==> src/rtl/mips_ctrl_pkg.sv <==
// Shared encodings for the multicycle MIPS control path: state codes,
// opcodes and datapath mux selects, also used by the PC-write controller.
package mips_ctrl_pkg;

    localparam int ST_W = 4;

    typedef enum logic [ST_W-1:0] {
        S_IF     = 4'd0,
        S_ID     = 4'd1,
        S_EX_R   = 4'd2,
        S_WB_R   = 4'd3,
        S_EX_I   = 4'd4,
        S_ADDR   = 4'd5,
        S_MEM_RD = 4'd6,
        S_BRANCH = 4'd7,
        S_MEM_WR = 4'd8,
        S_WB_LD  = 4'd9,
        S_JUMP   = 4'd10,
        S_WB_I   = 4'd11,
        S_HALT   = 4'd14,
        S_ERR    = 4'd15
    } state_e;

    localparam logic [5:0] OP_R        = 6'b000000;
    localparam logic [5:0] OP_J        = 6'b000010;
    localparam logic [5:0] OP_JAL      = 6'b000011;
    localparam logic [5:0] OP_ADDI     = 6'b000100;
    localparam logic [5:0] OP_ANDI     = 6'b000101;
    localparam logic [5:0] OP_LW       = 6'b000110;
    localparam logic [5:0] OP_SW       = 6'b000111;
    localparam logic [5:0] OP_BGT      = 6'b001000;
    localparam logic [5:0] OP_BLT      = 6'b001001;
    localparam logic [5:0] OP_BEQ      = 6'b001010;
    localparam logic [5:0] OP_BNE      = 6'b001011;
    localparam logic [5:0] OP_HALT_DEF = 6'b111111;

    localparam logic [1:0] ALU_ADD   = 2'd0;
    localparam logic [1:0] ALU_SUB   = 2'd1;
    localparam logic [1:0] ALU_FUNCT = 2'd2;
    localparam logic [1:0] ALU_IMM   = 2'd3;

    localparam logic [1:0] PC_ALU    = 2'd0;
    localparam logic [1:0] PC_BRANCH = 2'd1;
    localparam logic [1:0] PC_JUMP   = 2'd2;

    localparam logic [1:0] SRCB_REG  = 2'd0;
    localparam logic [1:0] SRCB_4    = 2'd1;
    localparam logic [1:0] SRCB_IMM  = 2'd2;
    localparam logic [1:0] SRCB_IMMS = 2'd3;

    localparam logic [1:0] DST_RT    = 2'd0;
    localparam logic [1:0] DST_RD    = 2'd1;
    localparam logic [1:0] DST_R31   = 2'd2;

    // Successor of ID; halt is tested first so it wins any opcode overlap.
    function automatic state_e id_next(logic [5:0] op, logic [5:0] halt_op);
        state_e nxt;
        if (op == halt_op) begin
            nxt = S_HALT;
        end else begin
            case (op)
                OP_R:                      nxt = S_EX_R;
                OP_ADDI, OP_ANDI:          nxt = S_EX_I;
                OP_LW, OP_SW:              nxt = S_ADDR;
                OP_BGT, OP_BLT,
                OP_BEQ, OP_BNE:            nxt = S_BRANCH;
                OP_J, OP_JAL:              nxt = S_JUMP;
                default:                   nxt = S_ERR;
            endcase
        end
        return nxt;
    endfunction

endpackage

==> src/rtl/multicycle_control_fsm_decode.sv <==
// Pure state -> datapath control ROM for the multicycle sequencer.
// is_jal_i only refines the JUMP state (link write to r31).
module ctrl_output_decode
    import mips_ctrl_pkg::*;
(
    input  logic [3:0] state_i,
    input  logic       is_jal_i,
    output logic       pc_write_uncond_o,
    output logic       ir_write_o,
    output logic       mem_read_o,
    output logic       mem_write_o,
    output logic       reg_write_o,
    output logic [1:0] pc_src_o,
    output logic       alu_src_a_o,
    output logic [1:0] alu_src_b_o,
    output logic [1:0] alu_op_o,
    output logic [1:0] reg_dst_o,
    output logic       mem_to_reg_o,
    output logic       illegal_op_o
);

    always_comb begin
        pc_write_uncond_o = 1'b0;
        ir_write_o        = 1'b0;
        mem_read_o        = 1'b0;
        mem_write_o       = 1'b0;
        reg_write_o       = 1'b0;
        pc_src_o          = PC_ALU;
        alu_src_a_o       = 1'b0;
        alu_src_b_o       = SRCB_REG;
        alu_op_o          = ALU_ADD;
        reg_dst_o         = DST_RT;
        mem_to_reg_o      = 1'b0;
        illegal_op_o      = 1'b0;
        unique case (state_i)
            S_IF: begin
                mem_read_o        = 1'b1;
                ir_write_o        = 1'b1;
                pc_write_uncond_o = 1'b1;
                alu_src_b_o       = SRCB_4;
            end
            S_ID: begin
                alu_src_b_o = SRCB_IMMS;
            end
            S_EX_R: begin
                alu_src_a_o = 1'b1;
                alu_op_o    = ALU_FUNCT;
            end
            S_WB_R: begin
                reg_write_o = 1'b1;
                reg_dst_o   = DST_RD;
            end
            S_EX_I: begin
                alu_src_a_o = 1'b1;
                alu_src_b_o = SRCB_IMM;
                alu_op_o    = ALU_IMM;
            end
            S_WB_I: begin
                reg_write_o = 1'b1;
            end
            S_ADDR: begin
                alu_src_a_o = 1'b1;
                alu_src_b_o = SRCB_IMM;
            end
            S_MEM_RD: begin
                mem_read_o = 1'b1;
            end
            S_MEM_WR: begin
                mem_write_o = 1'b1;
            end
            S_WB_LD: begin
                reg_write_o  = 1'b1;
                mem_to_reg_o = 1'b1;
            end
            // PC write here is left to the flag-driven PC-write controller.
            S_BRANCH: begin
                alu_src_a_o = 1'b1;
                alu_op_o    = ALU_SUB;
                pc_src_o    = PC_BRANCH;
            end
            S_JUMP: begin
                pc_write_uncond_o = 1'b1;
                pc_src_o          = PC_JUMP;
                if (is_jal_i) begin
                    reg_write_o = 1'b1;
                    reg_dst_o   = DST_R31;
                end
            end
            S_ERR: begin
                illegal_op_o = 1'b1;
            end
            default: begin
            end
        endcase
    end

endmodule

==> src/rtl/multicycle_control_fsm.sv <==
// Main sequencer of the multicycle MIPS datapath.
// Optional memory handshake stalls are enabled by defining MEM_WAIT_EN.
module multicycle_control_fsm
    import mips_ctrl_pkg::*;
#(
    parameter logic [5:0] HALT_OP = OP_HALT_DEF
) (
    input  logic       clk,
    input  logic       reset,
    input  logic [5:0] opcode,
    input  logic       mem_ready,
    output logic [3:0] state,
    output logic       pcWriteUncond,
    output logic       irWrite,
    output logic       memRead,
    output logic       memWrite,
    output logic       regWrite,
    output logic [1:0] pcSrc,
    output logic       aluSrcA,
    output logic [1:0] aluSrcB,
    output logic [1:0] aluOp,
    output logic [1:0] regDst,
    output logic       memToReg,
    output logic       illegal_op
);

    state_e state_q, state_d;
    logic   jal_q, jal_d;
    logic   mem_ok;

`ifdef MEM_WAIT_EN
    assign mem_ok = mem_ready;
`else
    logic unused_mem_ready;
    assign unused_mem_ready = mem_ready;
    assign mem_ok = 1'b1;
`endif

    always_comb begin
        state_d = state_q;
        jal_d   = jal_q;
        case (state_q)
            S_IF:     state_d = mem_ok ? S_ID : S_IF;
            S_ID: begin
                state_d = id_next(opcode, HALT_OP);
                jal_d   = (opcode == OP_JAL);
            end
            S_EX_R:   state_d = S_WB_R;
            S_EX_I:   state_d = S_WB_I;
            S_ADDR:   state_d = (opcode == OP_SW) ? S_MEM_WR : S_MEM_RD;
            S_MEM_RD: state_d = mem_ok ? S_WB_LD : S_MEM_RD;
            S_MEM_WR: state_d = mem_ok ? S_IF : S_MEM_WR;
            S_WB_R, S_WB_I, S_WB_LD,
            S_BRANCH, S_JUMP:
                      state_d = S_IF;
            S_HALT:   state_d = S_HALT;
            default:  state_d = S_ERR;
        endcase
    end

    always_ff @(posedge clk or posedge reset) begin
        if (reset) begin
            state_q <= S_IF;
            jal_q   <= 1'b0;
        end else begin
            state_q <= state_d;
            jal_q   <= jal_d;
        end
    end

    logic       d_pcwu, d_irw, d_mrd, d_mwr, d_rw;
    logic       d_srca, d_m2r, d_ill;
    logic [1:0] d_pcsrc, d_srcb, d_aluop, d_regdst;

    ctrl_output_decode u_decode (
        .state_i           (state_q),
        .is_jal_i          (jal_q),
        .pc_write_uncond_o (d_pcwu),
        .ir_write_o        (d_irw),
        .mem_read_o        (d_mrd),
        .mem_write_o       (d_mwr),
        .reg_write_o       (d_rw),
        .pc_src_o          (d_pcsrc),
        .alu_src_a_o       (d_srca),
        .alu_src_b_o       (d_srcb),
        .alu_op_o          (d_aluop),
        .reg_dst_o         (d_regdst),
        .mem_to_reg_o      (d_m2r),
        .illegal_op_o      (d_ill)
    );

    // A stalled fetch must not latch IR or bump PC more than once.
    logic fetch_ok;
    logic live;
    assign fetch_ok = (state_q != S_IF) | mem_ok;
    assign live     = ~reset;

    assign state         = state_q;
    assign pcWriteUncond = live & d_pcwu & fetch_ok;
    assign irWrite       = live & d_irw & fetch_ok;
    assign memRead       = live & d_mrd;
    assign memWrite      = live & d_mwr;
    assign regWrite      = live & d_rw;
    assign pcSrc         = {2{live}} & d_pcsrc;
    assign aluSrcA       = live & d_srca;
    assign aluSrcB       = {2{live}} & d_srcb;
    assign aluOp         = {2{live}} & d_aluop;
    assign regDst        = {2{live}} & d_regdst;
    assign memToReg      = live & d_m2r;
    assign illegal_op    = live & d_ill;

endmodule

==> config.mk <==
export PLATFORM = sky130hd
export DESIGN_NAME = multicycle_control_fsm
export DESIGN_NICKNAME = d
export VERILOG_FILES = /design/src/rtl/mips_ctrl_pkg.sv /design/src/rtl/multicycle_control_fsm_decode.sv /design/src/rtl/multicycle_control_fsm.sv
export SDC_FILE = /design/constraint.sdc
export NUM_CORES = 1
export LEC_CHECK = 0
export ABC_AREA = 1
export ABC_CLOCK_PERIOD_IN_PS = 2800
export BUFFER_PORTS_ARGS = -buffer_cell sky130_fd_sc_hd__buf_2
export CORE_MARGIN = 8
export CORE_UTILIZATION = 35
export DETAILED_ROUTE_END_ITERATION = 6
export GPL_TIMING_DRIVEN = 0
export PLACE_DENSITY = 0.72
export SYNTH_ARGS = -nofsm -noshare
export SYNTH_HDL_FRONTEND = slang
export SYNTH_SLANG_ARGS = --single-unit
==> constraint.sdc <==
create_clock -name clk -period 2.8 [get_ports clk]
set_clock_uncertainty 0.15 [all_clocks]
set_input_delay 0.42 -clock clk [delete_from_list [all_inputs] [get_ports clk]]
set_output_delay 0.42 -clock clk [all_outputs]
set_load 0.05 [all_outputs]
==> run summary <==
status = finished, final reports clean
P_sw = 0.0497 mW
Syn. warnings = 0
core area = 0.00165 mm2
Max Cap Viol = 0
syn_nets = 113
initial antenna violation count = 0
drt wl/cell = 10.6 um
met2 wire length = 652 um
register area = 125 um2
worst vdd ir = 99.5 uV
Tightest Hold Check Type = input port to asynchronous set/reset pin
Antenna Violating Nets Remaining = 0
crit-path max cell delay = 0.47 ns
cts bufs inserted = 3
Crit path depth = 5
H-tree levels = 1
post-route clock period utilization = 73.4%
Skew-Pair Late Insertion Delay = 0.25 ns
Starting DRT DRC Count = 7
total power = 0.184 mW
CTS tree = done
share of cells above drive strength 1 = 32.1%
Hold WS = 0.0580 ns
sequential fraction of design power = 39.4%
port bufs = 26
area of the multi-input gates = 383 um2
crit path launch type = flop
Clk Tree Root Cell = clkbuf_4
ant diodes = 0
drt drc = 0
largest net degree at the start of global routing = 11
DP Wirelength = 1380 um
Mapped Cells = 104
FP Rows = 15
crit path to = aluSrcA
Die Ht = 57.0 um
area of the die = 0.00325 mm2
critical path data arrival time = 1.48 ns
Setup crit start = state[1]$_DFF_PP0_
leakage dissipation = 0.454 nW
fillers = 173
Int Pwr = 0.134 mW
number of global-route vias before repair = 700
Hold-fix buffers, CTS = 0
I/O pin total = 29
CTS resizes = 0
r2r setup slk = 1.49 ns
met3 WL post-DR = 178 um
Setup CP Type = flop to output pin
final setup violating endpoints = 0
fin. max-slew vios = 0
Vias/cell = 4.72
postcts setup bufs = 0
total track usage = 10.5%
Worst R2R End = state[0]$_DFF_PP0_
routed wire length = 1590 um
top layer reached by signal wires = met4
RSZ-0062 raised after global routing = no
post-synthesis sequential area ratio = 21.3%
Initial Utilization = 35.6%
main area contributors after synthesis = dfrtp_1, nand2_1, nor2_1, inv_1, nor2_4
largest fanout on the critical path = 7
top cell type's share of synthesized area = 21.3%
logic gate share of total power = 13.8%
crit-path cells = inv_2 -> nor2_4 -> nand2_1 -> a21oi_1 -> buf_2
RR Startpoint = state[0]$_DFF_PP0_
Final Hold Viols = 0
CP endpoint kind = output pin
Worst EP required = 2.23 ns
syn_area_per_cell = 5.65 um2
Final #Nets = 144
final setup TNS = 0 ns
Placer Congestion = 0.925
first-pass GRT wire length = 2840 um
CTS clk-pin slew, worst paths = 0.04 ns
slowest CP cell = dfrtp_1
grt total ovfl = 0
via count = 712
Slew @ Worst Pin = 0.353 ns
Switching Share = 27.0%
post-synth top area cell = dfrtp_1
Yosys reg bits = 5
family with the most delay on the worst path = flip-flops
CTS max path bufs = 2
WP buf/inv = 2
chip width = 57.0 um
clock period minus worst slack = 2.05 ns
1st-pass router iterations = 4
Syn-to-layout area delta = 30.2%
clock sink total = 5
wl on met1 = 727 um
Clk pwr share = 46.8%
Slew headroom = 76.4%
Power Density = 240 mW/mm2
distinct cell type count after synthesis = 18
Netlist Area Pre-Place = 588 um2
Fmax = 487 MHz
Reg2Reg Depth = 7
## per-layer routing
| layer | track usage (%) | up-vias |
|---|---|---|
| li1 | - | 382 |
| met1 | 11.6 | 295 |
| met2 | 16.1 | 30 |
| met3 | 4.88 | 5 |
| met4 | 6.04 | 0 |
| met5 | 0 | - |
## logic make-up (layout without fill, tap and decap cells)
logic type / after synthesis / in the layout / share of synthesized area, %
buffers and inverters: 20 / 50 / 13.6
DFF: 5 / 5 / 21.3
AOI/OAI and AO/OA: 10 / 10 / 8.94
and+or+nand+nor: 69 / 69 / 56.2
## area by class of cell
| class | instances | share of cell area, % |
|---|---|---|
| Tap cell | 17 | 2.78 |
| Timing Repair Buffer | 26 | 17.0 |
| Sequential cell | 5 | 16.3 |
| Multi-Input combinational cell | 79 | 50.0 |
| Buffer | 2 | 1.63 |
| Clock buffer | 4 | 3.43 |
| Inverter | 18 | 8.82 |
## metrics by stage
step | area [um2] | setup WS [ns] | std cells | utilization (%)
after floorplan | 588 | 0.0770 | 104 | -
after global placement | 739 | 0.791 | 147 | 44.8
after detailed placement | 739 | 0.782 | 147 | 44.8
after CTS | 766 | 0.735 | 151 | 46.4
after global routing | 766 | 0.603 | 151 | 46.4
final | 766 | 0.745 | 151 | 46.4
## registers in the layout (all words and copies together), names as in the netlist
| signal | flops |
|---|---|
| jal_q | 1 |
| state | 4 |
## how the worst min path moves through the flow
stage,end,slack [ns]
finish,state[2]$_DFF_PP0_,0.06
floorplan,jal_q$_DFFE_PP0P_,0.25
global placement,state[1]$_DFF_PP0_,0.32
global route,jal_q$_DFFE_PP0P_,0.1
detailed placement,state[1]$_DFF_PP0_,0.32
CTS,state[1]$_DFF_PP0_,0.06
## power groups by stage
stage / clock [mW] / combinational, mW / sequential, mW
6_report: 0.0861 / 0.0254 / 0.0725
5_1_grt: 0.0932 / 0.0298 / 0.0724
4_1_cts: 0.0885 / 0.0257 / 0.0725
3_5_place_dp: 0 / 0.0257 / 0.0736
3_3_place_gp: 0 / 0.0248 / 0.0736
2_1_floorplan: 0 / 0.0157 / 0.0736
## layout by cell type (no fill, tap or decap), types with 2 or more instances in the layout
| master | instances |
|---|---|
| nand3_1 | 7 |
| dfrtp_1 | 5 |
| buf_2 | 26 |
| o21ai_0 | 4 |
| inv_1 | 15 |
| clkbuf_4 | 3 |
| inv_2 | 3 |
| nand2_1 | 30 |
| nand3_2 | 2 |
| nor2_4 | 4 |
| nor3_1 | 2 |
| nand4_1 | 2 |
| nand2_2 | 2 |
| a21oi_1 | 4 |
| nor2_1 | 19 |
## cell usage after synthesis, drive strengths merged
master / count
a211oi: 1
a21oi: 4
buf: 1
clkbuf: 1
dfrtp: 5
inv: 18
nand2: 33
nand3: 9
nand4: 2
nor2: 23
nor3: 2
o21ai: 5
No activity file was read; power rests on OpenSTA's default activity.
